[src/rtl/note_highway_pkg.sv]
// note_highway_pkg
// Shared definitions for the note highway: controller state encoding and
// chart word field helpers.
//   state_t  : IDLE, FETCH, RUN, DRAIN, DONE
//   end_bit(): bit index of the end-of-song marker in a chart word
package note_highway_pkg;

  typedef enum logic [2:0] {
    S_IDLE  = 3'd0,
    S_FETCH = 3'd1,
    S_RUN   = 3'd2,
    S_DRAIN = 3'd3,
    S_DONE  = 3'd4
  } state_t;

  // Chart word layout: [lanes] = end marker, [lanes-1:0] = note bits.
  function automatic int end_bit(input int lanes);
    return lanes;
  endfunction

endpackage

[src/rtl/note_highway_if.sv]
// note_highway_if
// Bundles the note highway's control, chart ROM and display/processor
// signals.
//   start          song start request (level)
//   chart_addr     chart ROM address
//   chart_q        chart ROM word, valid one cycle after chart_addr
//   hit_clear      per-lane erase request for the hit window
//   gameclk        one-clock pulse per game tick
//   intersections  per-lane "note in hit window"
//   grid           full note grid, bit [r*LANES+l]
//   busy / done    controller status
// master = the highway, slave = whoever feeds and observes it.
interface note_highway_if #(
  parameter int LANES    = 4,
  parameter int ROWS     = 16,
  parameter int CHART_AW = 10
);
  logic                  start;
  logic [CHART_AW-1:0]   chart_addr;
  logic [LANES:0]        chart_q;
  logic [LANES-1:0]      hit_clear;
  logic                  gameclk;
  logic [LANES-1:0]      intersections;
  logic [LANES*ROWS-1:0] grid;
  logic                  busy;
  logic                  done;

  modport master (
    input  start, chart_q, hit_clear,
    output chart_addr, gameclk, intersections, grid, busy, done
  );

  modport slave (
    output start, chart_q, hit_clear,
    input  chart_addr, gameclk, intersections, grid, busy, done
  );
endinterface

[src/rtl/note_highway_tick_divider.sv]
// tick_divider
// Free-running cycle counter 0..DIV-1 that wraps; tick is high during the
// terminal-count cycle while enabled.
//   clock  in   master clock
//   reset  in   synchronous active-high reset
//   en     in   count enable
//   clr    in   synchronous clear to 0
//   tick   out  terminal-count strobe (combinational)
module tick_divider #(
  parameter int DIV = 833333
) (
  input  logic clock,
  input  logic reset,
  input  logic en,
  input  logic clr,
  output logic tick
);
  localparam int CW = (DIV > 1) ? $clog2(DIV) : 1;

  logic [CW-1:0] count;

  assign tick = en && (count == CW'(DIV - 1));

  always_ff @(posedge clock) begin
    if (reset || clr) begin
      count <= '0;
    end else if (en) begin
      count <= tick ? '0 : count + CW'(1);
    end
  end
endmodule

[src/rtl/note_highway.sv]
// note_highway
// Scrolls a LANES-wide note chart down a ROWS-deep grid, one row per game
// tick, reading one chart word per tick from a synchronous ROM. Feeds the
// guitar processor (intersections, gameclk) and the display (grid).
//   clock  in   master clock
//   reset  in   synchronous active-high reset
//   bus    master modport of note_highway_if (start, chart ROM, hit_clear,
//          gameclk, intersections, grid, busy, done)
//
// state | meaning
// IDLE  | waiting for start
// FETCH | first chart word in flight from the ROM (two cycles)
// RUN   | scrolling chart rows in, one per tick
// DRAIN | end marker seen; scrolling empty rows until the grid clears
// DONE  | song finished, grid empty; start begins again at address 0
module note_highway
  import note_highway_pkg::*;
#(
  parameter int LANES    = 4,
  parameter int ROWS     = 16,
  parameter int HIT_ROWS = 2,
  parameter int TICK_DIV = 833333,
  parameter int CHART_AW = 10
) (
  input  logic           clock,
  input  logic           reset,
  note_highway_if.master bus
);
  localparam int END_BIT = end_bit(LANES);
  localparam int GW      = LANES * ROWS;
  localparam int WIN_LO  = ROWS - HIT_ROWS;

  state_t              state, state_next;
  logic                fetch_wait, fetch_wait_next;
  logic                fetch_pending, fetch_pending_next;
  logic [LANES:0]      prefetch, prefetch_next;
  logic [CHART_AW-1:0] addr, addr_next;
  logic [GW-1:0]       grid, grid_next;
  logic [GW-1:0]       clear_mask, cleared;
  logic [LANES-1:0]    win_or, inter;
  logic                gameclk, tick, scrolling;

  assign scrolling = (state == S_RUN) || (state == S_DRAIN);

  tick_divider #(.DIV(TICK_DIV)) u_tick (
    .clock (clock),
    .reset (reset),
    .en    (scrolling),
    .clr   (!scrolling),
    .tick  (tick)
  );

  // Clears act on the current (pre-shift) window; shifting the cleared grid
  // makes a clear on a tick erase those notes one row lower.
  always_comb begin
    clear_mask = '0;
    if (scrolling) begin
      for (int r = WIN_LO; r < ROWS; r++) begin
        clear_mask[r*LANES +: LANES] = bus.hit_clear;
      end
    end
    cleared = grid & ~clear_mask;
  end

  always_comb begin
    win_or = '0;
    for (int r = WIN_LO; r < ROWS; r++) begin
      win_or = win_or | grid[r*LANES +: LANES];
    end
  end

  always_comb begin
    state_next         = state;
    grid_next          = grid;
    addr_next          = addr;
    prefetch_next      = prefetch;
    fetch_wait_next    = fetch_wait;
    fetch_pending_next = 1'b0;
    case (state)
      S_IDLE, S_DONE: begin
        if (bus.start) begin
          state_next      = S_FETCH;
          addr_next       = '0;
          fetch_wait_next = 1'b0;
        end
      end
      S_FETCH: begin
        if (!fetch_wait) begin
          fetch_wait_next = 1'b1;
        end else begin
          fetch_wait_next = 1'b0;
          prefetch_next   = bus.chart_q;
          addr_next       = addr + CHART_AW'(1);
          state_next      = S_RUN;
        end
      end
      S_RUN: begin
        grid_next = cleared;
        // ROM word for the next tick is captured the cycle after a tick.
        if (fetch_pending) begin
          prefetch_next = bus.chart_q;
          addr_next     = addr + CHART_AW'(1);
        end
        if (tick) begin
          grid_next = {cleared[GW-LANES-1:0], prefetch[LANES-1:0]};
          if (prefetch[END_BIT]) begin
            state_next = S_DRAIN;
          end else begin
            fetch_pending_next = 1'b1;
          end
        end
      end
      S_DRAIN: begin
        grid_next = cleared;
        if (tick) begin
          grid_next = {cleared[GW-LANES-1:0], {LANES{1'b0}}};
          if (grid_next == '0) begin
            state_next = S_DONE;
          end
        end
      end
      default: state_next = S_IDLE;
    endcase
  end

  always_ff @(posedge clock) begin
    if (reset) begin
      state         <= S_IDLE;
      grid          <= '0;
      inter         <= '0;
      gameclk       <= 1'b0;
      addr          <= '0;
      prefetch      <= '0;
      fetch_wait    <= 1'b0;
      fetch_pending <= 1'b0;
    end else begin
      state         <= state_next;
      grid          <= grid_next;
      inter         <= win_or;
      gameclk       <= tick;
      addr          <= addr_next;
      prefetch      <= prefetch_next;
      fetch_wait    <= fetch_wait_next;
      fetch_pending <= fetch_pending_next;
    end
  end

  assign bus.grid          = grid;
  assign bus.intersections = inter;
  assign bus.gameclk       = gameclk;
  assign bus.chart_addr    = addr;
  assign bus.busy          = (state == S_FETCH) || scrolling;
  assign bus.done          = (state == S_DONE);
endmodule

[src/flat_wrapper.sv]
// flat-port wrapper written by rule: the top's interface ports become plain ports
module note_highway_flat import note_highway_pkg::*;
#(
  parameter int LANES    = 4,
  parameter int ROWS     = 16,
  parameter int HIT_ROWS = 2,
  parameter int TICK_DIV = 833333,
  parameter int CHART_AW = 10
)
  (clock, reset, bus_start, bus_chart_q, bus_hit_clear, bus_chart_addr, bus_gameclk, bus_intersections, bus_grid, bus_busy, bus_done);
  note_highway_if #(.LANES(LANES), .ROWS(ROWS), .CHART_AW(CHART_AW)) bus_i ();
  input  logic clock;
  input  logic reset;
  input wire logic [$bits(bus_i.start)-1:0] bus_start;
  input wire logic [$bits(bus_i.chart_q)-1:0] bus_chart_q;
  input wire logic [$bits(bus_i.hit_clear)-1:0] bus_hit_clear;
  output wire logic [$bits(bus_i.chart_addr)-1:0] bus_chart_addr;
  output wire logic [$bits(bus_i.gameclk)-1:0] bus_gameclk;
  output wire logic [$bits(bus_i.intersections)-1:0] bus_intersections;
  output wire logic [$bits(bus_i.grid)-1:0] bus_grid;
  output wire logic [$bits(bus_i.busy)-1:0] bus_busy;
  output wire logic [$bits(bus_i.done)-1:0] bus_done;
  assign bus_i.start = bus_start;
  assign bus_i.chart_q = bus_chart_q;
  assign bus_i.hit_clear = bus_hit_clear;
  assign bus_chart_addr = bus_i.chart_addr;
  assign bus_gameclk = bus_i.gameclk;
  assign bus_intersections = bus_i.intersections;
  assign bus_grid = bus_i.grid;
  assign bus_busy = bus_i.busy;
  assign bus_done = bus_i.done;
  note_highway #(.LANES(LANES), .ROWS(ROWS), .HIT_ROWS(HIT_ROWS), .TICK_DIV(TICK_DIV), .CHART_AW(CHART_AW)) u_core (.clock(clock), .reset(reset), .bus(bus_i));
endmodule
[config.mk]
export PLATFORM = sky130hd
export DESIGN_NAME = note_highway_flat
export DESIGN_NICKNAME = d
export VERILOG_FILES = /design/src/rtl/note_highway_pkg.sv /design/src/rtl/note_highway_if.sv /design/src/rtl/note_highway_tick_divider.sv /design/src/rtl/note_highway.sv /design/src/flat_wrapper.sv
export SDC_FILE = /design/constraint.sdc
export NUM_CORES = 1
export LEC_CHECK = 0
export CORE_MARGIN = 2
export CORE_UTILIZATION = 37
export CTS_CLUSTER_SIZE = 10
export DETAILED_ROUTE_END_ITERATION = 7
export GPL_ROUTABILITY_DRIVEN = 0
export PLACE_DENSITY = 0.7
export SLEW_MARGIN = 15
export SYNTH_ARGS = -nofsm -noshare
export SYNTH_HDL_FRONTEND = slang
export SYNTH_SLANG_ARGS = --single-unit
[constraint.sdc]
create_clock -name clock -period 2.33 [get_ports clock]
set_clock_uncertainty 0.05 [all_clocks]
set_input_delay 0.233 -clock clock [delete_from_list [all_inputs] [get_ports clock]]
set_output_delay 0.233 -clock clock [all_outputs]
set_load 0.05 [all_outputs]
Word level (Yosys, flattened, before mapping)

Cells that the tools add are included.

Word-level logic and storage cells: 68
Flip-flop bits (word level): 109
Output and inout bits: 81
Input bits: 12

Reductions and logical operators: 17
Equal/unequal tests: 12
Add/subtract/negate cells: 2
Muxes and demuxes: 23
Bitwise operators: 5

Operators with widths:

| operator                                              | number |
|---|---|
| 2-to-1 mux 64 bit                                     | 2 |
| case mux 64 bit (2 select lines)                      | 1 |
| bitwise AND 64 bit                                    | 1 |
| NOT 64 bit                                            | 1 |
| logical NOT 60 bit                                    | 1 |
| 2-to-1 mux 10 bit                                     | 3 |
| case mux 10 bit (3 select lines)                      | 1 |
| adder 20 x 1 -> 20 bit, second input constant         | 1 |
| equality test 20 bit, second input constant           | 1 |
| 2-to-1 mux 20 bit                                     | 1 |
| 2-to-1 mux 3 bit                                      | 6 |
| case mux 3 bit (4 select lines)                       | 1 |
| adder 10 x 1 -> 10 bit, second input constant         | 1 |
| 2-to-1 mux 5 bit                                      | 2 |
| inequality test 2 x 1 -> 1 bit, second input constant | 5 |
| case mux 5 bit (2 select lines)                       | 1 |
| 2-to-1 mux 8 bit                                      | 1 |
| equality test 3 x 2 -> 1 bit, second input constant   | 2 |
| AND reduction 6 bit                                   | 1 |
| nonzero test 2 bit                                    | 3 |
| inequality test 2 bit, second input constant          | 2 |
| bitwise OR 4 bit                                      | 1 |
| AND reduction 4 bit                                   | 1 |
| equality test 3 x 1 -> 1 bit, second input constant   | 1 |
| other kinds (13)                                      | 18 |

Longest topological paths before layout

Gate-level depths: netlist of the first run.

Word-level depth: 9
Depth in mapped cells: 10
Mapped depth without buffers: 7

By module

A second synthesis of the first run with hierarchy kept.

Cell total of the unflattened synthesis: 538
Area total of the unflattened synthesis: 4,493.1 sq um

Modules (own cells, without submodules):

| module       | instances | area an instance (sq um) | sequential area each (sq um) | cells each |
|---|---|---|---|---|
| note_highway | 1         | 3,502.1                  | 1,781.7                      | 421 |
| tick_divider | 1         | 991.0                    | 400.4                        | 117 |

Worst setup path before layout of the first run

No wires, ideal clock.

Path kind: register to register
Start: register u_core.grid[55], in the netlist u_core.bus.grid[55]
End: register u_core.state[0]
Cell stages (with the launch flop): 6
Slack: 0.190 ns
Arrival time: 1.957 ns
Clock period less this slack: 2.140 ns
Setup time: 0.132 ns
Required time: 2.148 ns
Buffers on the path: 0
Cell sequence: dfxtp_1 -> or4_1 -> a211o_1 -> or4_1 -> nor4_2 -> a21oi_1

Cells in the longest elaborated chain, start to end: 4

RTL lines:

| what                            | RTL line            | source |
|---|---|---|
| start: declaration              | note_highway.sv:38  | `logic [GW-1:0] grid, grid_next;` |
| start signal: assignment        | note_highway.sv:138 | `grid <= grid_next;` |
| bitwise AND 64 bit              | note_highway.sv:62  | `cleared = grid & ~clear_mask;` |
| logical NOT 60 bit              | note_highway.sv:117 | `if (grid_next == '0) begin` |
| inequality test 2 bit (no line) | --                  |  |
| AND reduction 6 bit (no line)   | --                  |  |
| end signal: assignment          | note_highway.sv:137 | `state <= state_next;` |
| end: declaration                | note_highway.sv:33  | `state_t state, state_next;` |

Every way passes these cells.
A chain may end at the register's enable or synchronous reset.

Worst setup path in the final report of the first run

Start: register u_core.u_tick.count[1]
End: register u_core.grid[20], in the netlist u_core.bus.grid[20]

Cells in the longest elaborated chain, start to end: 4
Elaborated cells between the ends (all ways): 5
Classes of those cells: eq/ne (1); mux (3); reduce/logical (1)

RTL lines:

| what                                 | RTL line                                 | source |
|---|---|---|
| start: declaration                   | note_highway_tick_divider.sv:20          | `logic [CW-1:0] count;` |
| start signal: assignment             | note_highway_tick_divider.sv:28          | `count <= tick ? '0 : count + CW'(1);` |
| equality test 20 bit (*)             | note_highway_tick_divider.sv:22          | `assign tick = en && (count == CW'(DIV - 1));` |
| logical AND 1 bit (*)                | note_highway_tick_divider.sv:22          |  |
| 2-to-1 mux 64 bit (on tied branches) | note_highway.sv:115, note_highway.sv:104 |  |
| case mux 64 bit (2 select lines) (*) | note_highway.sv:79                       | `case (state)` |

Mark *: on every way between the ends. The rest lies on a longest branch, timed or not.

==> results.sh, run 1 <==
export IMPL_die_w_um=112
export IMPL_fin_util=0.507
export IMPL_hold_viol=0
export IMPL_drt_iter0_markers=252
export IMPL_drc_errors=0
export IMPL_layout_nets=636
export IMPL_critPathRequiredTime_ns=2.50
export IMPL_hpwl_mm=8.00
export IMPL_viasPerCell=5.14
export IMPL_diodes=0
export IMPL_antenna_found_initial=0
export IMPL_core_mm2=0.0115
export IMPL_synth_edf_count=0
export IMPL_grt_max_degree=39
export IMPL_tightest_slew_ns=0.555
export IMPL_synthMuxAreaShare=0.00920
export IMPL_netlist_area_mm2=0.00435
export IMPL_critical_path_top_delay_family="simple AND/OR/NAND/NOR gates"
export IMPL_avgSynthCellArea_um2=8.26
export IMPL_total_power_mw=3.65
export IMPL_ant_nets=0
export IMPL_cts_sinks=109
export IMPL_area_delta_synth_final_pct=33.7
export IMPL_dieHeight_um=112
export IMPL_hold_buffers=0
export IMPL_synthSimpleGateAreaFrac=0.273
export IMPL_synth_xor_area_frac=0.0544
export IMPL_multi_input_area_mm2=0.00204
export IMPL_portBuffers=92
export IMPL_start_util=0.379
export IMPL_firstDrtPassIters=4
export IMPL_crit_path_cell_trace="inv_1 > ha_1 > and4bb_1 > nand2_1 > or4_2 > buf_4 > nand2_1 > a21oi_1"
export IMPL_period_share=0.925
export IMPL_clock_latency_ns=0.35
export IMPL_overflow=0
export IMPL_setup_viol_count_final=0
export IMPL_seqCellArea_mm2=0.00218
export IMPL_ctsRootBufferMaster="clkbuf_16"
export IMPL_placed_area_mm2=0.00549
export IMPL_tns_ns=0
export IMPL_synth_compound_area_frac=0.121
export IMPL_worst_path_most_repeated_cell="nand2_1"
export IMPL_critPathArrivalTime_ns=2.32
export IMPL_final_area_mm2=0.00582
export IMPL_hp_start="reset"
export IMPL_hold_ws_ns=0.275
export IMPL_wl_per_cell_um=14.4
export IMPL_r2r_start="u_core.u_tick.count[1]"
export IMPL_synth_ff_type="dfxtp_1"
export IMPL_num_rows=39
export IMPL_status="completed"
export IMPL_grt_use_total=0.175
export IMPL_path_clk_slew_ns=0.08
export IMPL_async_flop_share=0
export IMPL_ir_worst_vdd_mv=0.306
export IMPL_crit_type="reg2reg"
export IMPL_rsz0062_at_grt="false"
export IMPL_drv_slew=0
export IMPL_yosys_warnings=0
export IMPL_drt_wl_total_mm=11.1
export IMPL_grt_pass1_vias=3703
export IMPL_relSlewSlack=0.630
export IMPL_critPathBufInv=2
export IMPL_ys_seq_area_frac=0.502
export IMPL_crit_start="u_core.u_tick.count[1]"
export IMPL_cp_slowest_stage_delay_ns=0.73
export IMPL_final_common_cell="nand2_1"
export IMPL_via_count=3953
export IMPL_p_leak_nw=1.96
export IMPL_tritoncts="done"
export IMPL_grt_pass1_wl_mm=18.2
export IMPL_synthAdderAreaFrac=0.00863
export IMPL_end_kind="register"
export IMPL_htreeDepth=3
export IMPL_syn_num_nets=542
export IMPL_drive_gt1_frac=0.0735
export IMPL_io_pin_count=93
export IMPL_syn_inst=527
export IMPL_power_density_mw_per_mm2=627
export IMPL_slowest_stage="or4_2"
export IMPL_synth_top_family_by_area="simple AND/OR/NAND/NOR gates"
export IMPL_num_fill_cells=1063
export IMPL_startpoint_type="register"
export IMPL_synth_seq_cells=109
export IMPL_ys_types=41
export IMPL_maxCapViolations=0
export IMPL_fmax_mhz=464
export IMPL_period_needed_ns=2.16
export IMPL_cp_max_fo=26
export IMPL_min_delay_path_class="in2reg"
export IMPL_numCtsBuffers=9
export IMPL_dieArea_mm2=0.0126
export IMPL_cts_max_path_buffers=2
export IMPL_final_cell_mix="nand2_1, dfxtp_1, clkdlybuf4s50_1"
==> metal layers <==
metal / share of wire / routed length (µm) / global-route usage / vias up
met3: 0.051 / 566 / 0.0356 / 15
met2: 0.48 / 5320 / 0.286 / 102
met1: 0.45 / 5040 / 0.231 / 1852
met4: 0.015 / 168 / 0.0610 / 0
met5: 0 / 0 / 0 / -
li1: - / - / - / 1984
==> synthesized netlist by cell type (all sizes together) (4+ instances only) <==
library cell / number / area share
or3: 4 / 0.0058
dfxtp: 109 / 0.50
a21oi: 68 / 0.078
xor2: 20 / 0.040
o21ai: 6 / 0.0069
mux2i: 4 / 0.0092
nand3: 10 / 0.012
nand4: 7 / 0.010
o211ai: 4 / 0.0069
nor2: 52 / 0.045
nand2: 122 / 0.11
a22o: 5 / 0.010
nand3b: 7 / 0.012
nor4: 18 / 0.029
nor3: 8 / 0.0092
buf: 6 / 0.0066
inv: 7 / 0.0060
nor2b: 7 / 0.010
xnor2: 7 / 0.014
clkbuf: 23 / 0.020
==> worst reg2reg max path, cell delays in order (launching register included) <==
cell and delay [ns]:
dfxtp_1 0.34, inv_1 0.06, ha_1 0.12, and4bb_1 0.20, nand2_1 0.10, or4_2 0.73, buf_4 0.25, nand2_1 0.10
a21oi_1 0.06
==> final timing paths <==
path	depth (start not counted)	to	slack [ns]
min	2	u_core.prefetch[4]	0.28
max reg2reg	8	u_core.bus.grid[20]	0.17
max	8	u_core.bus.grid[20]	0.17
min reg2reg	1	u_core.fetch_pending	0.37
==> stage by stage <==
step           setup slack, ns  cells
2_1_floorplan            0.190    527
3_3_place_gp             0.210    753
3_5_place_dp             0.178    753
4_1_cts                  0.168    769
5_1_grt                 0.0370    769
6_report                 0.175    769
==> what timing repair did <==
| item | in CTS | in global routing |
|---|---|---|
| setup buffers | 0 | 0 |
| gates resized for setup | 0 | 1 |
| hold endpoints to repair | 0 | 0 |
| setup endpoints to repair | 0 | 16 |
==> sequential cells by signal (all words and copies together) (netlist names) <==
register	flops
u_core.bus.chart_addr	10
u_core.bus.gameclk	1
u_core.bus.grid	64
u_core.bus.intersections	4
u_core.fetch_pending	1
u_core.fetch_wait	1
u_core.prefetch	5
u_core.state	3
u_core.u_tick.count	20
==> power by group <==
part / switching (mW) / internal, mW / leakage, nW
clock network: 0.755 / 0.874 / 0.160
logic: 0.0824 / 0.0499 / 0.925
registers: 0.0150 / 1.87 / 0.878
==> area by class of cell <==
class                   instances  area share
well taps                     143      0.0308
clock buffers                   9      0.0387
inverters                       7     0.00452
clock inverters                 7      0.0176
flip-flops and latches        109       0.375
multi-input cells             382       0.351
repair buffers                112       0.182
==> cells by family (layout without fill, tap and decap cells) <==
kind of cell | after synthesis | in the layout
flops | 109 | 109
mux | 4 | 4
xor+xnor | 27 | 27
fa+ha+maj | 3 | 3
compound gates | 93 | 93
buf+inv | 36 | 135
simple gates | 255 | 255
Note: power is estimated with default switching activity, not from simulation.
==> run 2, diff against run 1 <==
--- a/config.mk
+++ b/config.mk
@@ -10,6 +10,7 @@
 export CTS_CLUSTER_SIZE = 10
 export DETAILED_ROUTE_END_ITERATION = 7
 export GPL_ROUTABILITY_DRIVEN = 0
+export GPL_TIMING_DRIVEN = 1
 export PLACE_DENSITY = 0.7
 export SLEW_MARGIN = 15
 export SYNTH_ARGS = -nofsm -noshare
==> results of run 2 <==
Final layout, timing and power as in run 1 (identical DEF).
